<file path="src/rtl/spi_wr_arbiter_pkg.sv">
// Shared SPI link definitions: word width, arbiter FSM encoding and the
// 64-bit SPI word field layout used by the SPI_MASTER/SPI_SLAVE users.
package spi_wr_arbiter_pkg;

  localparam int SPI_DATA_W = 64;

  typedef enum logic [1:0] {
    ST_IDLE    = 2'd0,
    ST_LAUNCH  = 2'd1,
    ST_WAIT_HI = 2'd2,
    ST_WAIT_LO = 2'd3
  } arb_state_t;

  typedef struct packed {
    logic [7:0]  cmd;
    logic [7:0]  addr;
    logic [47:0] payload;
  } spi_word_t;

endpackage

</file>
<file path="src/rtl/spi_wr_arbiter_if.sv">
// Requester-side and SPI_MASTER-side signals of the write arbiter.
// The arbiter takes the slave view; the sources/master model take the master view.
interface spi_wr_arbiter_if
  import spi_wr_arbiter_pkg::*;
#(
  parameter int N_REQ  = 4,
  parameter int DATA_W = SPI_DATA_W
);
  logic [N_REQ-1:0]        REQ_VALID;
  logic [N_REQ*DATA_W-1:0] REQ_DATA;
  logic [N_REQ-1:0]        REQ_ACK;
  logic                    WR;
  logic [DATA_W-1:0]       DATA;
  logic                    BUSY;
  logic [2:0]              GRANT_ID;
  logic                    ERR_TMO;
  logic [15:0]             XFER_CNT;

  modport slave (
    input  REQ_VALID, REQ_DATA, BUSY,
    output REQ_ACK, WR, DATA, GRANT_ID, ERR_TMO, XFER_CNT
  );

  modport master (
    output REQ_VALID, REQ_DATA, BUSY,
    input  REQ_ACK, WR, DATA, GRANT_ID, ERR_TMO, XFER_CNT
  );
endinterface

</file>
<file path="src/rtl/spi_wr_arbiter_rr_arbiter.sv">
// Combinational round-robin search: first valid requester at or after the
// pointer, ascending with wrap-around.
module rr_arbiter #(
  parameter int N_REQ = 4
) (
  input  logic [N_REQ-1:0] i_req,
  input  logic [2:0]       i_ptr,
  output logic             o_any,
  output logic [2:0]       o_idx
);
  localparam int IW = $clog2(2 * N_REQ);

  logic [2*N_REQ-1:0] w_req2;
  logic [IW-1:0]      w_pos;

  // Doubling the request vector turns the wrapped search into a linear one.
  assign w_req2 = {i_req, i_req};

  always_comb begin
    o_any = 1'b0;
    o_idx = 3'd0;
    w_pos = '0;
    for (int k = N_REQ - 1; k >= 0; k--) begin
      w_pos = IW'(i_ptr) + IW'(k);
      if (w_req2[w_pos]) begin
        o_any = 1'b1;
        o_idx = (w_pos >= IW'(N_REQ)) ? 3'(w_pos - IW'(N_REQ)) : 3'(w_pos);
      end
    end
  end
endmodule

</file>
<file path="src/rtl/spi_wr_arbiter.sv">
// Round-robin sharing of one SPI_MASTER write channel between N_REQ sources,
// with BUSY-rise timeout detection and a completed-transfer counter.
module spi_wr_arbiter
  import spi_wr_arbiter_pkg::*;
#(
  parameter int N_REQ    = 4,
  parameter int DATA_W   = SPI_DATA_W,
  parameter int BUSY_TMO = 255
) (
  input  logic            CLK,
  input  logic            RESET_N,
  spi_wr_arbiter_if.slave bus
);
  arb_state_t        r_state, w_next;
  logic [2:0]        r_ptr, r_grant, w_win, w_ptr_nxt;
  logic              w_any, w_grant, w_tmo, w_done;
  logic [DATA_W-1:0] r_data, w_sel;
  logic              r_wr, r_err;
  logic [15:0]       r_xfer;
  logic [7:0]        r_cnt;
  logic [N_REQ-1:0]  w_ack;

  rr_arbiter #(.N_REQ(N_REQ)) u_rr (
    .i_req (bus.REQ_VALID),
    .i_ptr (r_ptr),
    .o_any (w_any),
    .o_idx (w_win)
  );

  always_ff @(posedge CLK) begin
    if (!RESET_N) r_state <= ST_IDLE;
    else          r_state <= w_next;
  end

  always_comb begin
    w_next = r_state;
    case (r_state)
      ST_IDLE:    if (w_grant) w_next = ST_LAUNCH;
      ST_LAUNCH:  w_next = ST_WAIT_HI;
      ST_WAIT_HI: begin
        if (bus.BUSY)  w_next = ST_WAIT_LO;
        else if (w_tmo) w_next = ST_IDLE;
      end
      ST_WAIT_LO: if (w_done) w_next = ST_IDLE;
      default:    w_next = ST_IDLE;
    endcase
  end

  // Arbitration only happens in IDLE with the link quiet.
  always_comb begin
    w_grant   = (r_state == ST_IDLE) && !bus.BUSY && w_any;
    w_tmo     = (r_state == ST_WAIT_HI) && !bus.BUSY && (r_cnt == 8'(BUSY_TMO));
    w_done    = (r_state == ST_WAIT_LO) && !bus.BUSY;
    w_ack     = (r_state == ST_LAUNCH) ? (N_REQ'(1) << r_grant) : '0;
    w_ptr_nxt = (r_grant == 3'(N_REQ - 1)) ? 3'd0 : r_grant + 3'd1;
  end

  always_comb begin
    w_sel = '0;
    for (int i = 0; i < N_REQ; i++) begin
      if (w_win == 3'(i)) w_sel = bus.REQ_DATA[i*DATA_W +: DATA_W];
    end
  end

  always_ff @(posedge CLK) begin
    if (!RESET_N) begin
      r_data  <= '0;
      r_grant <= 3'd0;
      r_ptr   <= 3'd0;
      r_wr    <= 1'b0;
      r_err   <= 1'b0;
      r_xfer  <= 16'd0;
      r_cnt   <= 8'd0;
    end else begin
      r_wr  <= (r_state == ST_LAUNCH);
      r_err <= w_tmo;
      if (w_grant) begin
        r_data  <= w_sel;
        r_grant <= w_win;
      end
      // Counts cycles spent in WAIT_HI; zero on entry from LAUNCH.
      if (r_state == ST_WAIT_HI) r_cnt <= r_cnt + 8'd1;
      else                       r_cnt <= 8'd0;
      if (w_tmo || w_done) r_ptr <= w_ptr_nxt;
      if (w_done)          r_xfer <= r_xfer + 16'd1;
    end
  end

  assign bus.REQ_ACK  = w_ack;
  assign bus.WR       = r_wr;
  assign bus.DATA     = r_data;
  assign bus.GRANT_ID = r_grant;
  assign bus.ERR_TMO  = r_err;
  assign bus.XFER_CNT = r_xfer;
endmodule

</file>
<file path="src/flat_wrapper.sv">
// flat-port wrapper written by rule: the top's interface ports become plain ports
module spi_wr_arbiter_flat import spi_wr_arbiter_pkg::*;
#(
  parameter int N_REQ    = 4,
  parameter int DATA_W   = SPI_DATA_W,
  parameter int BUSY_TMO = 255
)
  (CLK, RESET_N, bus_REQ_VALID, bus_REQ_DATA, bus_BUSY, bus_REQ_ACK, bus_WR, bus_DATA, bus_GRANT_ID, bus_ERR_TMO, bus_XFER_CNT);
  spi_wr_arbiter_if #(.N_REQ(N_REQ), .DATA_W(DATA_W)) bus_i ();
  input  logic CLK;
  input  logic RESET_N;
  input wire logic [$bits(bus_i.REQ_VALID)-1:0] bus_REQ_VALID;
  input wire logic [$bits(bus_i.REQ_DATA)-1:0] bus_REQ_DATA;
  input wire logic [$bits(bus_i.BUSY)-1:0] bus_BUSY;
  output wire logic [$bits(bus_i.REQ_ACK)-1:0] bus_REQ_ACK;
  output wire logic [$bits(bus_i.WR)-1:0] bus_WR;
  output wire logic [$bits(bus_i.DATA)-1:0] bus_DATA;
  output wire logic [$bits(bus_i.GRANT_ID)-1:0] bus_GRANT_ID;
  output wire logic [$bits(bus_i.ERR_TMO)-1:0] bus_ERR_TMO;
  output wire logic [$bits(bus_i.XFER_CNT)-1:0] bus_XFER_CNT;
  assign bus_i.REQ_VALID = bus_REQ_VALID;
  assign bus_i.REQ_DATA = bus_REQ_DATA;
  assign bus_i.BUSY = bus_BUSY;
  assign bus_REQ_ACK = bus_i.REQ_ACK;
  assign bus_WR = bus_i.WR;
  assign bus_DATA = bus_i.DATA;
  assign bus_GRANT_ID = bus_i.GRANT_ID;
  assign bus_ERR_TMO = bus_i.ERR_TMO;
  assign bus_XFER_CNT = bus_i.XFER_CNT;
  spi_wr_arbiter #(.N_REQ(N_REQ), .DATA_W(DATA_W), .BUSY_TMO(BUSY_TMO)) u_core (.CLK(CLK), .RESET_N(RESET_N), .bus(bus_i));
endmodule
</file>
<file path="config.mk">
export PLATFORM = sky130hd
export DESIGN_NAME = spi_wr_arbiter_flat
export DESIGN_NICKNAME = d
export VERILOG_FILES = /design/src/rtl/spi_wr_arbiter_pkg.sv /design/src/rtl/spi_wr_arbiter_if.sv /design/src/rtl/spi_wr_arbiter_rr_arbiter.sv /design/src/rtl/spi_wr_arbiter.sv /design/src/flat_wrapper.sv
export SDC_FILE = /design/constraint.sdc
export NUM_CORES = 1
export LEC_CHECK = 0
export CORE_MARGIN = 5
export CORE_UTILIZATION = 31
export CTS_CLUSTER_SIZE = 30
export DETAILED_ROUTE_END_ITERATION = 7
export PLACE_DENSITY = 0.76
export SYNTH_ARGS = -nofsm -noshare
export SYNTH_HDL_FRONTEND = slang
export SYNTH_SLANG_ARGS = --single-unit
</file>
<file path="constraint.sdc">
create_clock -name CLK -period 7.1 [get_ports CLK]
set_input_delay 1.42 -clock CLK [delete_from_list [all_inputs] [get_ports CLK]]
set_output_delay 1.42 -clock CLK [all_outputs]
set_load 0.02 [all_outputs]
</file>
==> flow_summary.toml, run 1 <==
[run_status]
status = "finished clean"

[timing]
rsz0062_at_grt = "no"
slew-limit-headroom_pct = 22.74
setup_viol = 0
hold_viol = 0
min_period_ps = 4178
post-route-period-util_pct = 58.85
worst-slew-pin-transition_ps = 1159
clock_skew_ps = 7.650
max_freq_mhz = 239.3
drv_slew = 0
fin_hold_ws_ps = 444.0
setup-tns-final_ps = 0

[clock_tree]
numCtsBuffers = 9
htree_levels = 3
clkLatencyLatePin_ps = 340
numClockSinks = 98
cts_tree = "done"
ctsResizeCount = 0
cts_root_buf = "clkbuf_16"
clock_path_buffers = 2
cts_setup_buffers = 0
clkTransAtPathRegs_ps = 70
hold_buffers = 0

[worst_setup_path]
slowest_delay_ps = 1000
worstPathRequired_ps = 7300
worstPathMaxFanout = 100
crit_type = "in2reg"
crit_path_start_kind = "primary input"
crit_slowest_cell = "a2111oi_0"
endpoint_kind = "flop"
cp.arrival_ps = 4380
worstPathCellList = "clkdlybuf4s50_1 > mux2_1 > o2111ai_4 > nand2_4 > a2111oi_0 > o31ai_1"

[grt]
overflow = 0
grt_pass1_vias = 6944
grt_pass1_wl_um = 40440
grt_usage_pct = 22.49
antenna_found_initial = 2
grt_max_degree = 130

[floorplan]
ios = 352
coreArea_um2 = 19530
dieArea_um2 = 22780
die_x_um = 150.9
die_h_um = 150.9
rows = 51
start_util_pct = 31.54

[yosys]
ys_types = 46
ys_top_cells_by_area = "dfxtp_1 32%, and3_1 14%, a221oi_1 9.1%, a2111oi_0 8.0%, o31ai_1 7.8%"
avgSynthCellArea_um2 = 8.459
async_reset_ff_share_pct = 0
synthAdderAreaFrac_pct = 1.625
synth_cells = 728
synthMuxAreaShare_pct = 2.052
synth_area_leader_cell = "dfxtp_1"
yosysWarningCount = 0
synth_top_area_share_pct = 31.86
synth-edff-count = 0
synth_xor_area_share_pct = 2.275
synth_area_um2 = 6158
synth_seq_cells = 98
synth-compound-area-share_pct = 29.42
syn-num-nets = 999
synth-simple-area-share_pct = 25.03
yosysSeqAreaShare_pct = 31.86
synth-main-ff-cell = "dfxtp_1"
synth_top_family_by_area = "compound AO/OA/AOI/OAI gates"

[power]
irDropWorstVdd_mv = 0.1179
sw_frac_of_total_pct = 28.31
p_int_uw = 1186
pwr-share-comb_pct = 30.0
p_leak_uw = 0.003729
power.total_uw = 1654
pwr-share-seq_pct = 37.0
powerDensity_nw_per_um2 = 165.2
clkPwrFrac_pct = 33.0
p_sw_uw = 468.2

[detailed_routing]
route.detailed.drc = 0
routed_wire_length_per_instance_um = 21.50
via_count = 7171
routed_via_density = 5.602
drt_first_pass_iters = 5
drt_iter0_markers = 559
ant_nets = 0
wl_um = 27520

[layout]
final_cell_area_um2 = 10010
layout-drive-gt1-share_pct = 4.150
nFillCells = 1838
syn2layout_area_growth_pct = 62.58
final_nets = 1279

[worst_hold_path]
hold_class = "reg2reg"

[place]
dp_hpwl_um = 18920
numPortBuffers = 351
dpl_cell_area_um2 = 9684
place.gp.congestion = 0.8720

[run]
cap_violations = 0
-- power by group through the flow --
stage                     clock [uW]  combinational [uW]  sequential, uW
final                            546                 496             612
after global routing             581                 530             617
after CTS                        558                 497             612
after detailed placement           0                 495             624
after global placement             0                 491             623
after floorplan                    0                 184             664
-- synthesized netlist by cell type (9+ instances only) --
master,instances
and3_1,134
a221oi_1,64
clkbuf_1,62
mux2i_1,10
xnor2_1,9
buf_2,9
a2111oi_0,56
nand3_1,11
nor2b_1,9
dfxtp_1,98
and2_1,15
o31ai_1,64
nor2_1,11
nand2_1,73
buf_6,10
-- placed cells by master (no fill, tap or decap), drive strengths merged, types with 2 or more instances in the layout --
| cell type | count |
|---|---|
| nor3 | 2 |
| buf | 9 |
| o31ai | 64 |
| dfxtp | 98 |
| nand4 | 6 |
| clkdlybuf4s50 | 351 |
| a221oi | 64 |
| nand2b | 3 |
| nor2b | 9 |
| a211oi | 2 |
| o21ai | 6 |
| nor2 | 11 |
| or3 | 5 |
| a21boi | 4 |
| inv | 9 |
| a2111oi | 64 |
| diode | 3 |
| mux2 | 2 |
| xnor2 | 9 |
| bufinv | 2 |
| nor4 | 5 |
| o211a | 2 |
| xor2 | 7 |
| nand3 | 11 |
| mux2i | 10 |
| and3 | 134 |
| clkbuf | 13 |
| ha | 8 |
| a21oi | 3 |
| nand2 | 73 |
| and2 | 15 |
-- layout make-up --
cell class | count | area, um^2 | share of cell area (%)
clock buffer | 13 | 260.3 | 2.599
antenna | 3 | 7.507 | 0.07498
sequential | 98 | 1962 | 19.60
multi-input combinational | 530 | 3776 | 37.72
clock inverter | 2 | 60.06 | 0.5999
tap | 265 | 331.6 | 3.312
timing repair buffer | 360 | 3581 | 35.77
inverter | 9 | 33.78 | 0.3374
-- state kept, by name (all words and copies together), names as in the netlist --
name,count
u_core.bus.DATA,64
u_core.bus.ERR_TMO,1
u_core.bus.GRANT_ID,3
u_core.bus.WR,1
u_core.bus.XFER_CNT,16
u_core.r_cnt,8
u_core.r_ptr,3
u_core.r_state,2
-- worst max-delay path: cells and delay by family --
family / cells / cell delay [ps]
buf+inv: 1 / 540
compound gates: 3 / 1370
simple gates: 1 / 600
mux: 1 / 390
-- logic make-up (layout without fill, tap and decap cells) --
family / after synthesis / in the layout
flip-flops: 98 / 98
multiplexers: 12 / 12
AO/OA/AOI/OAI: 214 / 214
buffers and inverters: 100 / 384
other: 0 / 3
XOR/XNOR: 16 / 16
adder cells (fa/ha/maj): 8 / 8
AND/OR/NAND/NOR: 280 / 280
-- per-layer routing --
layer  wire length [um]  track usage (%)
met4                698            7.434
met2              13500            37.46
met1              10830            28.22
met3               2494            5.984
met5                  0                0
-- through the flow --
stage | utilization (%) | cells | setup slack [ps]
floorplan | - | 728 | 4165
global placement | 49.60 | 1262 | 2722
detailed placement | 49.60 | 1262 | 2621
CTS | 51.24 | 1277 | 2994
global route | 51.25 | 1278 | 2753
finish | 51.28 | 1280 | 2922
-- final timing paths --
| check | from | endpoint | slack, ps | cells past startpoint |
|---|---|---|---|---|
| max | bus_REQ_VALID[3] | u_core.bus.DATA[34] | 2920 | 6 |
| min | u_core.r_cnt[0] | u_core.r_cnt[0] | 440 | 1 |
| max reg2reg | u_core.r_ptr[1] | u_core.bus.DATA[34] | 3420 | 7 |
| min reg2reg | u_core.r_cnt[0] | u_core.r_cnt[0] | 440 | 1 |
Note: power is estimated with default switching activity, not from simulation.
==> run 2: changes to the inputs <==
- clock period: 7.1 -> 4 ns (I/O delays scaled with it)
==> flow_summary.toml, run 2 (same netlist as run 1, synthesis figures left out) <==
[run_status]
status = "finished clean"

[worst_setup_path]
rrSetupSlack_ps = 650
worstPathMaxFanout = 32
ff2ff_path_depth = 8
worstPathRequired_ps = 4210
regToRegEndpoint = "u_core.bus.DATA[25]"
crit_path_start_kind = "flop"
crit_type = "reg2reg"
endpoint_kind = "flop"
r2r-start = "u_core.r_ptr[1]"
cp.arrival_ps = 3560

[run]
cap_violations = 0

[layout]
most-common-layout-cells = "351 x clkdlybuf4s50_1, 133 x and3_1, 98 x dfxtp_1, 72 x nand2_1"
final_cell_area_um2 = 10140
syn2layout_area_growth_pct = 64.61
final_nets = 1288
layout_commonest_cell = "clkdlybuf4s50_1"
layout-drive-gt1-share_pct = 5.186
stdcell_count = 1288
largest_reg_flops = 64

[clock_tree]
clkTransAtPathRegs_ps = 70
cts_root_buf = "clkbuf_16"
numClockSinks = 98
htree_levels = 3
ctsResizeCount = 0
clkLatencyLatePin_ps = 350
hold_buffers = 0
numCtsBuffers = 9
cts_setup_buffers = 0
clock_path_buffers = 2
cts_tree = "done"

[detailed_routing]
wl_um = 27330
routed_wire_length_per_instance_um = 21.22
drt_iter0_markers = 417
via_count = 7292
ant_nets = 0
drt_first_pass_iters = 5
routed_via_density = 5.661
route.detailed.drc = 0

[timing]
slew-limit-headroom_pct = 41.48
min_period_ps = 3355
post-route-period-util_pct = 83.87
setup_viol = 0
hold_viol = 0
setup-tns-final_ps = 0
max_freq_mhz = 298.1
clock_skew_ps = 7.943
drv_slew = 0
rsz0062_at_grt = "no"
worst-slew-pin-transition_ps = 877.8

[power]
pwr-share-comb_pct = 31.1
irDropWorstVdd_mv = 0.1589
powerDensity_nw_per_um2 = 284.0
p_int_uw = 2028
p_sw_uw = 850.9
pwr-share-seq_pct = 37.8
sw_frac_of_total_pct = 29.55
p_leak_uw = 0.003802
power.total_uw = 2879
clkPwrFrac_pct = 31.1

[grt]
overflow = 0
grt_usage_pct = 22.47
grt_pass1_wl_um = 40360
grt_pass1_vias = 7254
antenna_found_initial = 3
grt_max_degree = 130

[floorplan]
die_h_um = 150.9
dieArea_um2 = 22780
start_util_pct = 31.54
die_x_um = 150.9
ios = 352
rows = 51
coreArea_um2 = 19530

[worst_hold_path]
hold_class = "reg2reg"
hold_start = "u_core.bus.DATA[42]"
hold_path_depth = 2
hold_end = "u_core.bus.DATA[42]"

[place]
dpl_cell_area_um2 = 9839
dp.cells = 1271
place.gp.congestion = 0.9043
dp_hpwl_um = 19840
numPortBuffers = 351
[run 2: worst max path at each step]
stage          slack, ps             endpoint        startpoint
2_1_floorplan       1610  u_core.bus.DATA[48]   u_core.r_ptr[1]
3_5_place_dp         470  u_core.bus.DATA[25]  bus_REQ_VALID[3]
5_1_grt              490  u_core.bus.DATA[25]   u_core.r_ptr[1]
3_3_place_gp         550  u_core.bus.DATA[25]  bus_REQ_VALID[3]
6_report             650  u_core.bus.DATA[25]   u_core.r_ptr[1]
4_1_cts              680  u_core.bus.DATA[25]   u_core.r_ptr[1]
[run 2: critical path, cell delays in order, from the launching register on]
cell and delay, ps:
dfxtp_1 550, inv_1 120, ha_1 460, mux2_1 400, o2111ai_4 260, nand2_4 240, buf_4 310, a2111oi_0 700
o31ai_1 160
[run 2: area by class of cell]
class	instances	area [um^2]
fill	1837	9389
multi-input combinational	530	3776
timing repair buffer	369	3736
sequential	98	1962
tap	265	331.6
clock buffer	10	229.0
clock inverter	6	66.31
inverter	9	33.78
antenna	1	2.502
[run 2: stage by stage]
stage / hold WS (ps) / setup slack, ps / utilization [%]
6_report: 452.2 / 645.4 / 51.92
5_1_grt: 476.1 / 485.3 / 51.92
4_1_cts: 450.7 / 681.1 / 51.90
3_5_place_dp: 437.7 / 473.7 / 50.39
3_3_place_gp: 424.8 / 552.5 / 50.39
2_1_floorplan: 413.2 / 1608 / -
[run 2: metal layers]
layer / vias to the layer above / share of wire (%) / global-route usage (%)
met1: 3439 / 38 / 27.23
met2: 354 / 50 / 38.27
li1: 3436 / - / -
met3: 59 / 8.7 / 5.206
met5: - / 0.12 / 0
met4: 4 / 3.3 / 9.338
[run 2: power groups by stage]
stage / sequential, uW / combinational (uW) / clock [uW]
floorplan: 1180 / 326 / 0
detailed placement: 1110 / 895 / 0
global placement: 1110 / 888 / 0
CTS: 1090 / 899 / 917
finish: 1090 / 895 / 896
global route: 1100 / 958 / 957
